**src/rtl/antirebote_ar.sv**
```systemverilog
// antirebote_ar: single-channel synchronizing debouncer.
//   sig_in -> SYNC_STAGES-flop synchronizer -> stability counter -> sig_out,
//   plus registered rise/fall pulses on every sig_out transition.
// Optional build macro: ANTIREBOTE_TOGGLE_EN
//   defined   : toggle_out flips on every fall_pulse (press-to-toggle on release)
//   undefined : no toggle register, toggle_out tied to 0
module antirebote_ar #(
  parameter int N           = 5,
  parameter int SYNC_STAGES = 2
) (
  input  logic clk,
  input  logic reset,
  input  logic sig_in,
  output logic sig_out,
  output logic rise_pulse,
  output logic fall_pulse,
  output logic toggle_out
);

  // Smallest width able to hold N; the counter itself only ever reaches N-1.
  localparam int CNT_W = $clog2(N + 1);
  localparam logic [CNT_W-1:0] CNT_LAST = CNT_W'(N - 1);
  localparam logic [CNT_W-1:0] CNT_ZERO = {CNT_W{1'b0}};
  localparam logic [CNT_W-1:0] CNT_ONE  = CNT_W'(1);

  logic [SYNC_STAGES-1:0] sync_r;
  logic [SYNC_STAGES-1:0] sync_next_s;
  logic                   sync_s;
  logic [CNT_W-1:0]       cnt_r;
  logic [CNT_W-1:0]       cnt_next_s;
  logic                   sig_out_r;
  logic                   sig_out_next_s;
  logic                   rise_r;
  logic                   rise_next_s;
  logic                   fall_r;
  logic                   fall_next_s;

  // Last synchronizer stage is the only point where the async input is used.
  assign sync_s = sync_r[SYNC_STAGES-1];

  // Shift network for the synchronizer chain (works for a single stage too).
  always_comb begin
    sync_next_s    = sync_r;
    sync_next_s[0] = sig_in;
    for (int i = 1; i < SYNC_STAGES; i++) begin
      sync_next_s[i] = sync_r[i-1];
    end
  end

  // Synchronizer flops; reset clears them so stale pre-reset samples are dropped.
  always_ff @(posedge clk) begin
    if (reset) begin
      sync_r <= {SYNC_STAGES{1'b0}};
    end else begin
      sync_r <= sync_next_s;
    end
  end

  // Stability counter: count consecutive disagreeing cycles, commit at N.
  always_comb begin
    cnt_next_s     = cnt_r;
    sig_out_next_s = sig_out_r;
    rise_next_s    = 1'b0;
    fall_next_s    = 1'b0;
    if (sync_s == sig_out_r) begin
      // Agreement (or a glitch that returned) discards any partial count.
      cnt_next_s = CNT_ZERO;
    end else if (cnt_r == CNT_LAST) begin
      // N-th consecutive disagreement: follow the input and flag the edge.
      cnt_next_s     = CNT_ZERO;
      sig_out_next_s = sync_s;
      rise_next_s    = sync_s;
      fall_next_s    = ~sync_s;
    end else begin
      cnt_next_s = cnt_r + CNT_ONE;
    end
  end

  // Counter, filtered level and edge pulses share one register stage.
  always_ff @(posedge clk) begin
    if (reset) begin
      cnt_r     <= CNT_ZERO;
      sig_out_r <= 1'b0;
      rise_r    <= 1'b0;
      fall_r    <= 1'b0;
    end else begin
      cnt_r     <= cnt_next_s;
      sig_out_r <= sig_out_next_s;
      rise_r    <= rise_next_s;
      fall_r    <= fall_next_s;
    end
  end

  assign sig_out    = sig_out_r;
  assign rise_pulse = rise_r;
  assign fall_pulse = fall_r;

`ifdef ANTIREBOTE_TOGGLE_EN
  logic toggle_r;

  // Toggle flips on the same edge that raises fall_pulse (button release).
  always_ff @(posedge clk) begin
    if (reset) begin
      toggle_r <= 1'b0;
    end else if (fall_next_s) begin
      toggle_r <= ~toggle_r;
    end else begin
      toggle_r <= toggle_r;
    end
  end

  assign toggle_out = toggle_r;
`else
  assign toggle_out = 1'b0;
`endif

endmodule

```
**config.mk**
```make
export PLATFORM = sky130hd
export DESIGN_NAME = antirebote_ar
export DESIGN_NICKNAME = d
export VERILOG_FILES = /design/src/rtl/antirebote_ar.sv
export SDC_FILE = /design/constraint.sdc
export NUM_CORES = 1
export LEC_CHECK = 0
export ABC_AREA = 1
export ABC_CLOCK_PERIOD_IN_PS = 1200
export CAP_MARGIN = 0
export CORE_AREA = 10 10 47 49
export CTS_CLUSTER_DIAMETER = 50
export CTS_CLUSTER_SIZE = 14
export DETAILED_ROUTE_END_ITERATION = 6
export DIE_AREA = 0 0 57 59
export GPL_TIMING_DRIVEN = 0
export MAX_ROUTING_LAYER = met4
export SYNTH_ARGS = -nofsm -noshare
export SYNTH_HDL_FRONTEND = slang
export SYNTH_SLANG_ARGS = --single-unit
```
**constraint.sdc**
```tcl
create_clock -name clk -period 1.2 [get_ports clk]
set_clock_uncertainty 0.1 [all_clocks]
set_input_delay 0.12 -clock clk [delete_from_list [all_inputs] [get_ports clk]]
set_output_delay 0.12 -clock clk [all_outputs]
set_load 0.1 [all_outputs]
```
=== Word-level counts from Yosys, hierarchy flattened ===
Cells that the tools add are included.

* Register bits after elaboration: 8
* Bits of input ports: 3
* Output and inout port bits: 4

* Add/sub/neg operators: 1
* Eq/ne operators: 2
* Bitwise operators: 3
* Reductions and logical operators: 3

{| class="wikitable"
|+ Operators with widths
! operator !! count
|-
| 3-bit OR reduction || 2
|-
| 3-bit by 1-bit adder with 3-bit output (second input constant) || 1
|-
| 3-bit equality test (second input constant) || 1
|-
| 1-bit NOT || 3
|-
| 2-bit AND reduction || 1
|-
| 1-bit equality test || 1
|}

=== Depth between registers and ports, before layout ===
Gate-level depths: netlist of run 1.

* Word-level depth: 3
* Gate-level depth with buffers: 7
* Depth with buffers taken out: 7

=== Worst setup path before layout of run 1 ===
Ideal clock, no wire load.

* Kind: flip-flop to flip-flop
* Start point: register sig_out_r, in the netlist sig_out
* End point: register cnt_r[2]
* Arrival time: 1.387 ns
* Path slack: -0.403 ns
* Stages on the path, launching flop included: 4
* Buffers on the path: 0
* Cells stage by stage: dfxtp_1 nand2_1 nand4_2 nor2_1

* Word-level cells in the longest chain between the ends: 2

{| class="wikitable"
|+ Ends and longest elaborated chain
! item !! RTL line !! text
|-
| from (decl) || 31 || <nowiki>logic sig_out_r;</nowiki>
|-
| from (signal assigned) || 88 || <nowiki>sig_out_r <= sig_out_next_s;</nowiki>
|-
| 1-bit equality test || 65 || <nowiki>if (sync_s == sig_out_r) begin</nowiki>
|-
| 3-bit OR reduction (no line) || n/a ||
|-
| to (signal assigned) || 87 || <nowiki>cnt_r <= cnt_next_s;</nowiki>
|-
| to (decl) || 29 || <nowiki>logic [CNT_W-1:0] cnt_r;</nowiki>
|}

Every way passes these cells.
A chain may end at the register's enable or synchronous reset.

=== Final worst setup path of run 1 ===
* Start point: register sig_out_r, in the netlist sig_out
* End point: output port sig_out

{| class="wikitable"
|+ RTL lines
! item !! RTL line !! text
|-
| to (decl) || 14 || <nowiki>output logic sig_out,</nowiki>
|}

No word-level cell between the ends.

==> results.cfg, run 1 <==
[cells_and_area]
drive_gt1_share_pct = 29.2
fillers = 164
area_delta_synth_final_pct = 29.0
final_common_cell = nor2_1
utilization_pct = 29.4
nets = 54
n_antenna_cell = 0
layout_common_cells = nor2_1 (8), dfxtp_1 (7), inv_1 (6)

[route]
dr_total_vias = 243
wl_per_cell_um = 7.78
drt_first_iter_violations = 1
vias_per_cell = 3.80
wl_um = 498
dr.pass1.iters = 2
drtAntennaViolNets = 0
route.detailed.drc = 0

[worst_setup_path]
cp_cell_sequence = buf_4
path_buf_inv = 1
worst-endpoint-arrival_ns = 0.90
cp_max_fo = 4
slowest_stage = dfxtp_4
cp_top_family = flip-flops
cpPeakStageDelay_ns = 0.35
critPathKind = flip-flop to primary output
setup.reg_to_reg.worst_slack_ns = 0.13
end_kind = primary output
cp.required_ns = 0.98
startpoint_type = flip-flop

[timing]
fmax_ghz = 0.892
rsz0062_at_grt = no
hold_viol_final = 0
fin_crit_sh_pct = 93.4
fin_tns_setup_ns = 0
setup_viol = 0
layout_min_cycle_time_ns = 1.12
slew_viol_final = 0

[placement]
gp_congestion = 0.675
dp.final_hpwl_um = 385
port_buffers = 5

[synth]
syn_avg_cell_area_um2 = 8.18
syn_area_um2 = 319
synth_mux_area_share_pct = 0
yosysWarnings = 0
yosysTopAreaCellShare_pct = 50.2
synth-seq-area-share_pct = 50.2
synth-xor-area-share_pct = 2.75
syn_nets = 44
yosysUniqueCellTypes = 13
synthAdderAreaFrac_pct = 7.84
synth_top_cell_by_area = dfxtp_1
ys_ff_latch = 8
synthSimpleGateAreaFrac_pct = 25.1
synth_compound_area_share_pct = 0
synth_top_family_by_area = simple AND/OR/NAND/NOR gates
synthTopCellsByArea = dfxtp_1 (50%), nor2_1 (9.4%), ha_1 (7.8%), inv_1 (7.1%), nand2_1 (4.7%)
syn_inst = 39

[pwr]
power_w = 0.000532
p_leak_nw = 0.185
power_per_cell_area_mw_per_mm2 = 1290
ir_worst_vdd_mv = 0.404

[clock_network]
cts.path.max_buffers = 2
cts_setup_buffers = 0
clock-sinks = 8
path_clk_slew_ns = 0.06
cts_buffers = 3
tritoncts = built
cts_max_level = 1
root_buffer = clkbuf_4
clkLatencyLatePin_ns = 0.26

[worst_hold_path]
holdCritPathClass = input pin to flip-flop

[floorplanning]
start_util_pct = 22.8
num_io_pins = 7
rows = 14
die_w_um = 57
die_y_um = 59
core-area_mm2 = 0.00140
design.die.area_mm2 = 0.00336

[run]
drv_cap = 0

[grt]
grt_max_degree = 6
grtUsageTotal_pct = 4.18
grt-ovfl-total = 0
grt_pass1_vias = 236
grt_pass1_wl_um = 959
antenna_found_initial = 0

[status]
outcome = completed
[layer usage]
metal	vias to the layer above	part of all wire, %	GRT usage, %
li1	128	-	-
met1	104	47	3.93
met2	9	38	4.65
met3	2	12	4.72
met4	0	2.4	3.02
met5	-	0	-
[what timing repair did]
action	4_1_cts	5_1_grt
resized for setup	18	0
endpoints found under the setup margin	3	0
hold buffers	0	0
[cells in the mapped netlist, drive strengths merged]
| master | instances |
|---|---|
| buf | 1 |
| conb | 1 |
| dfxtp | 8 |
| ha | 2 |
| inv | 9 |
| nand2 | 6 |
| nand3 | 1 |
| nand4 | 1 |
| nor2 | 8 |
| nor3 | 1 |
| xnor2 | 1 |
[final timing paths]
| check | endpoint | depth (start not counted) | start |
|---|---|---|---|
| worst max register to register | cnt_r[0] | 5 | cnt_r[0] |
| worst max-delay path | sig_out | 1 | sig_out |
| worst min register to register | sync_r[1] | 2 | sync_r[0] |
| worst min-delay path | sync_r[0] | 3 | sig_in |
[power by group]
| group | internal (W) | switching [W] | leakage (nW) |
|---|---|---|---|
| clock network | 0.000128 | 0.0000974 | 0.0150 |
| logic | 0.0000129 | 0.0000244 | 0.104 |
| registers | 0.000268 | 0.00000184 | 0.0657 |
[through the flow]
| stage | hold WS (ns) | worst slack [ns] | cells | area [µm²] |
|---|---|---|---|---|
| 2_1_floorplan | 0.0912 | 0.0710 | 39 | 323 |
| 3_3_place_gp | 0.292 | -0.485 | 60 | 393 |
| 3_5_place_dp | 0.299 | -0.489 | 60 | 393 |
| 4_1_cts | 0.275 | 0.0654 | 64 | 412 |
| 5_1_grt | 0.312 | 0.00743 | 64 | 412 |
| 6_report | 0.282 | 0.0788 | 64 | 412 |
[cell type report]
class | instances | area, µm² | area share [%]
Sequential cell | 8 | 164 | 39.8
Multi-Input combinational cell | 21 | 118 | 28.6
Timing Repair Buffer | 5 | 42.5 | 10.3
Inverter | 9 | 33.8 | 8.21
Clock buffer | 4 | 26.3 | 6.38
Tap cell | 16 | 20.0 | 4.86
Buffer | 1 | 7.51 | 1.82
[flip-flops by register name, summed over array words and instances, names as in the netlist]
register	cells
cnt_r	3
sync_r	2
rise_pulse	1
fall_pulse	1
sig_out	1
[kinds of logic after synthesis]
group	count (synthesis)
xor gates and xnor gates	1
adders and majority gates	2
buffers and inverters	10
DFF	8
other	1
and+or+nand+nor	17
(Power assumes the default switching activity.)
==> inputs of run 2 (changes only) <==
- REMOVE_ABC_BUFFERS: default -> 1
==> run 2 against run 1 <==
Routed wire length shrank 4.8%. Global-route usage shrank 0.17 points. Sequential power is essentially flat. Largest cell class unchanged. Flip-flop and latch count is the same. Non-clock buffer count shrank 1. Die area is the same. Highest routed layer unchanged. Largest power group unchanged.
==> results.cfg, run 2 (synthesized netlist as in run 1, its figures left out) <==
[status]
outcome = completed

[route]
dr_total_vias = 230
route.detailed.drc = 0
dr.pass1.iters = 1
wl_um = 474
vias_per_cell = 3.71
drtAntennaViolNets = 0
wl_per_cell_um = 7.65
drt_first_iter_violations = 0

[timing]
fin_crit_sh_pct = 91.5
setup_viol = 0
fmax_ghz = 0.910
whs_ns = 0.284
hold_viol_final = 0
layout_min_cycle_time_ns = 1.10
rsz0062_at_grt = no
slew_viol_final = 0

[pwr]
power_per_cell_area_mw_per_mm2 = 1260
ir_worst_vdd_mv = 0.568
power_w = 0.000505
p_leak_nw = 0.177

[placement]
port_buffers = 5
gp_congestion = 0.665
placed_area_um2 = 382

[worst_hold_path]
holdCritPathClass = input pin to flip-flop

[cells_and_area]
area_delta_synth_final_pct = 25.5
multi_input_area_um2 = 118
largest_reg_flops = 3
seqCellArea_um2 = 160
layout_common_cells = nor2_1 (8), dfxtp_1 (8), inv_1 (6)
nets = 53
design_area_um2 = 400
drive_gt1_share_pct = 26.1
reg.largest.list = cnt_r x3, sync_r x2
regMostFlops = cnt_r
fillers = 166
n_antenna_cell = 0

[worst_setup_path]
cp_cell_sequence = buf_6
slowest_stage = dfxtp_1
cp.required_ns = 0.98
startpoint_type = flip-flop
cpPeakStageDelay_ns = 0.38
critPathKind = flip-flop to primary output
cp_top_family = flip-flops
path_buf_inv = 1
cp_max_fo = 4
worst-endpoint-arrival_ns = 0.88
end_kind = primary output

[floorplanning]
rows = 14
num_io_pins = 7
core-area_mm2 = 0.00140
die_y_um = 59
design.die.area_mm2 = 0.00336
die_w_um = 57
start_util_pct = 22.8

[clock_network]
clock-sinks = 8
cts_buffers = 3
cts_setup_buffers = 0
cts_max_level = 1
clkLatencyLatePin_ns = 0.25
path_clk_slew_ns = 0.05
cts.path.max_buffers = 2
root_buffer = clkbuf_4
tritoncts = built

[grt]
grt_pass1_wl_um = 910
grt-ovfl-total = 0
antenna_found_initial = 0
grt_max_degree = 5
grt_pass1_vias = 221
grtUsageTotal_pct = 4.01

[run]
drv_cap = 0
==> run 2: changes by cell type in the layout (fill, tap and decap cells not counted) <==
| cell | previous run | this run |
|---|---|---|
| buf_4 | 4 | 1 |
| buf_6 | 0 | 1 |
| clkbuf_1 | 1 | 0 |
| clkbuf_4 | 3 | 4 |
| dfxtp_1 | 7 | 8 |
| dfxtp_4 | 1 | 0 |
==> run 2: area by class of cell <==
cell class | count | area share (%)
Timing Repair Buffer | 5 | 11.6
Inverter | 9 | 8.44
Tap cell | 16 | 5.00
Multi-Input combinational cell | 21 | 29.4
Sequential cell | 8 | 40.0
Clock buffer | 3 | 5.62
==> run 2: per-stage QoR <==
step                      util [%]  worst slack, ns  setup TNS (ns)  std cells
final                         28.6            0.102               0         62
after global routing          28.6          0.00711               0         62
after CTS                     28.1          0.00438               0         62
after detailed placement      27.2           -0.531           -1.40         59
after global placement        27.2           -0.522           -1.39         59
after floorplan                  -           -0.403           -2.04         38
==> run 2: worst paths after layout <==
check,from,endpoint,slack [ns],cells past startpoint
max,sig_out,sig_out,0.10,1
max reg2reg,cnt_r[0],cnt_r[1],0.11,5
min reg2reg,sync_r[0],sync_r[1],0.30,2
min,sig_in,sync_r[0],0.28,3
==> run 2: layer usage <==
layer  vias to the layer above  global-route usage, %  wire, µm
met4                         0                   3.02        10
met5                         -                      -         0
li1                        127                      -         -
met1                        93                   3.58       203
met2                         8                   4.34       186
met3                         2                   4.94        73
==> run 2: timing repair <==
action	4_1_cts	5_1_grt
hold buffers	0	0
endpoints found under the setup margin	3	2
gates cloned	0	0
resized for setup	17	2
==> run 2: report_power, final <==
group          switching, W  internal [W]
clock             0.0000840      0.000114
sequential       0.00000198      0.000270
combinational     0.0000239     0.0000107
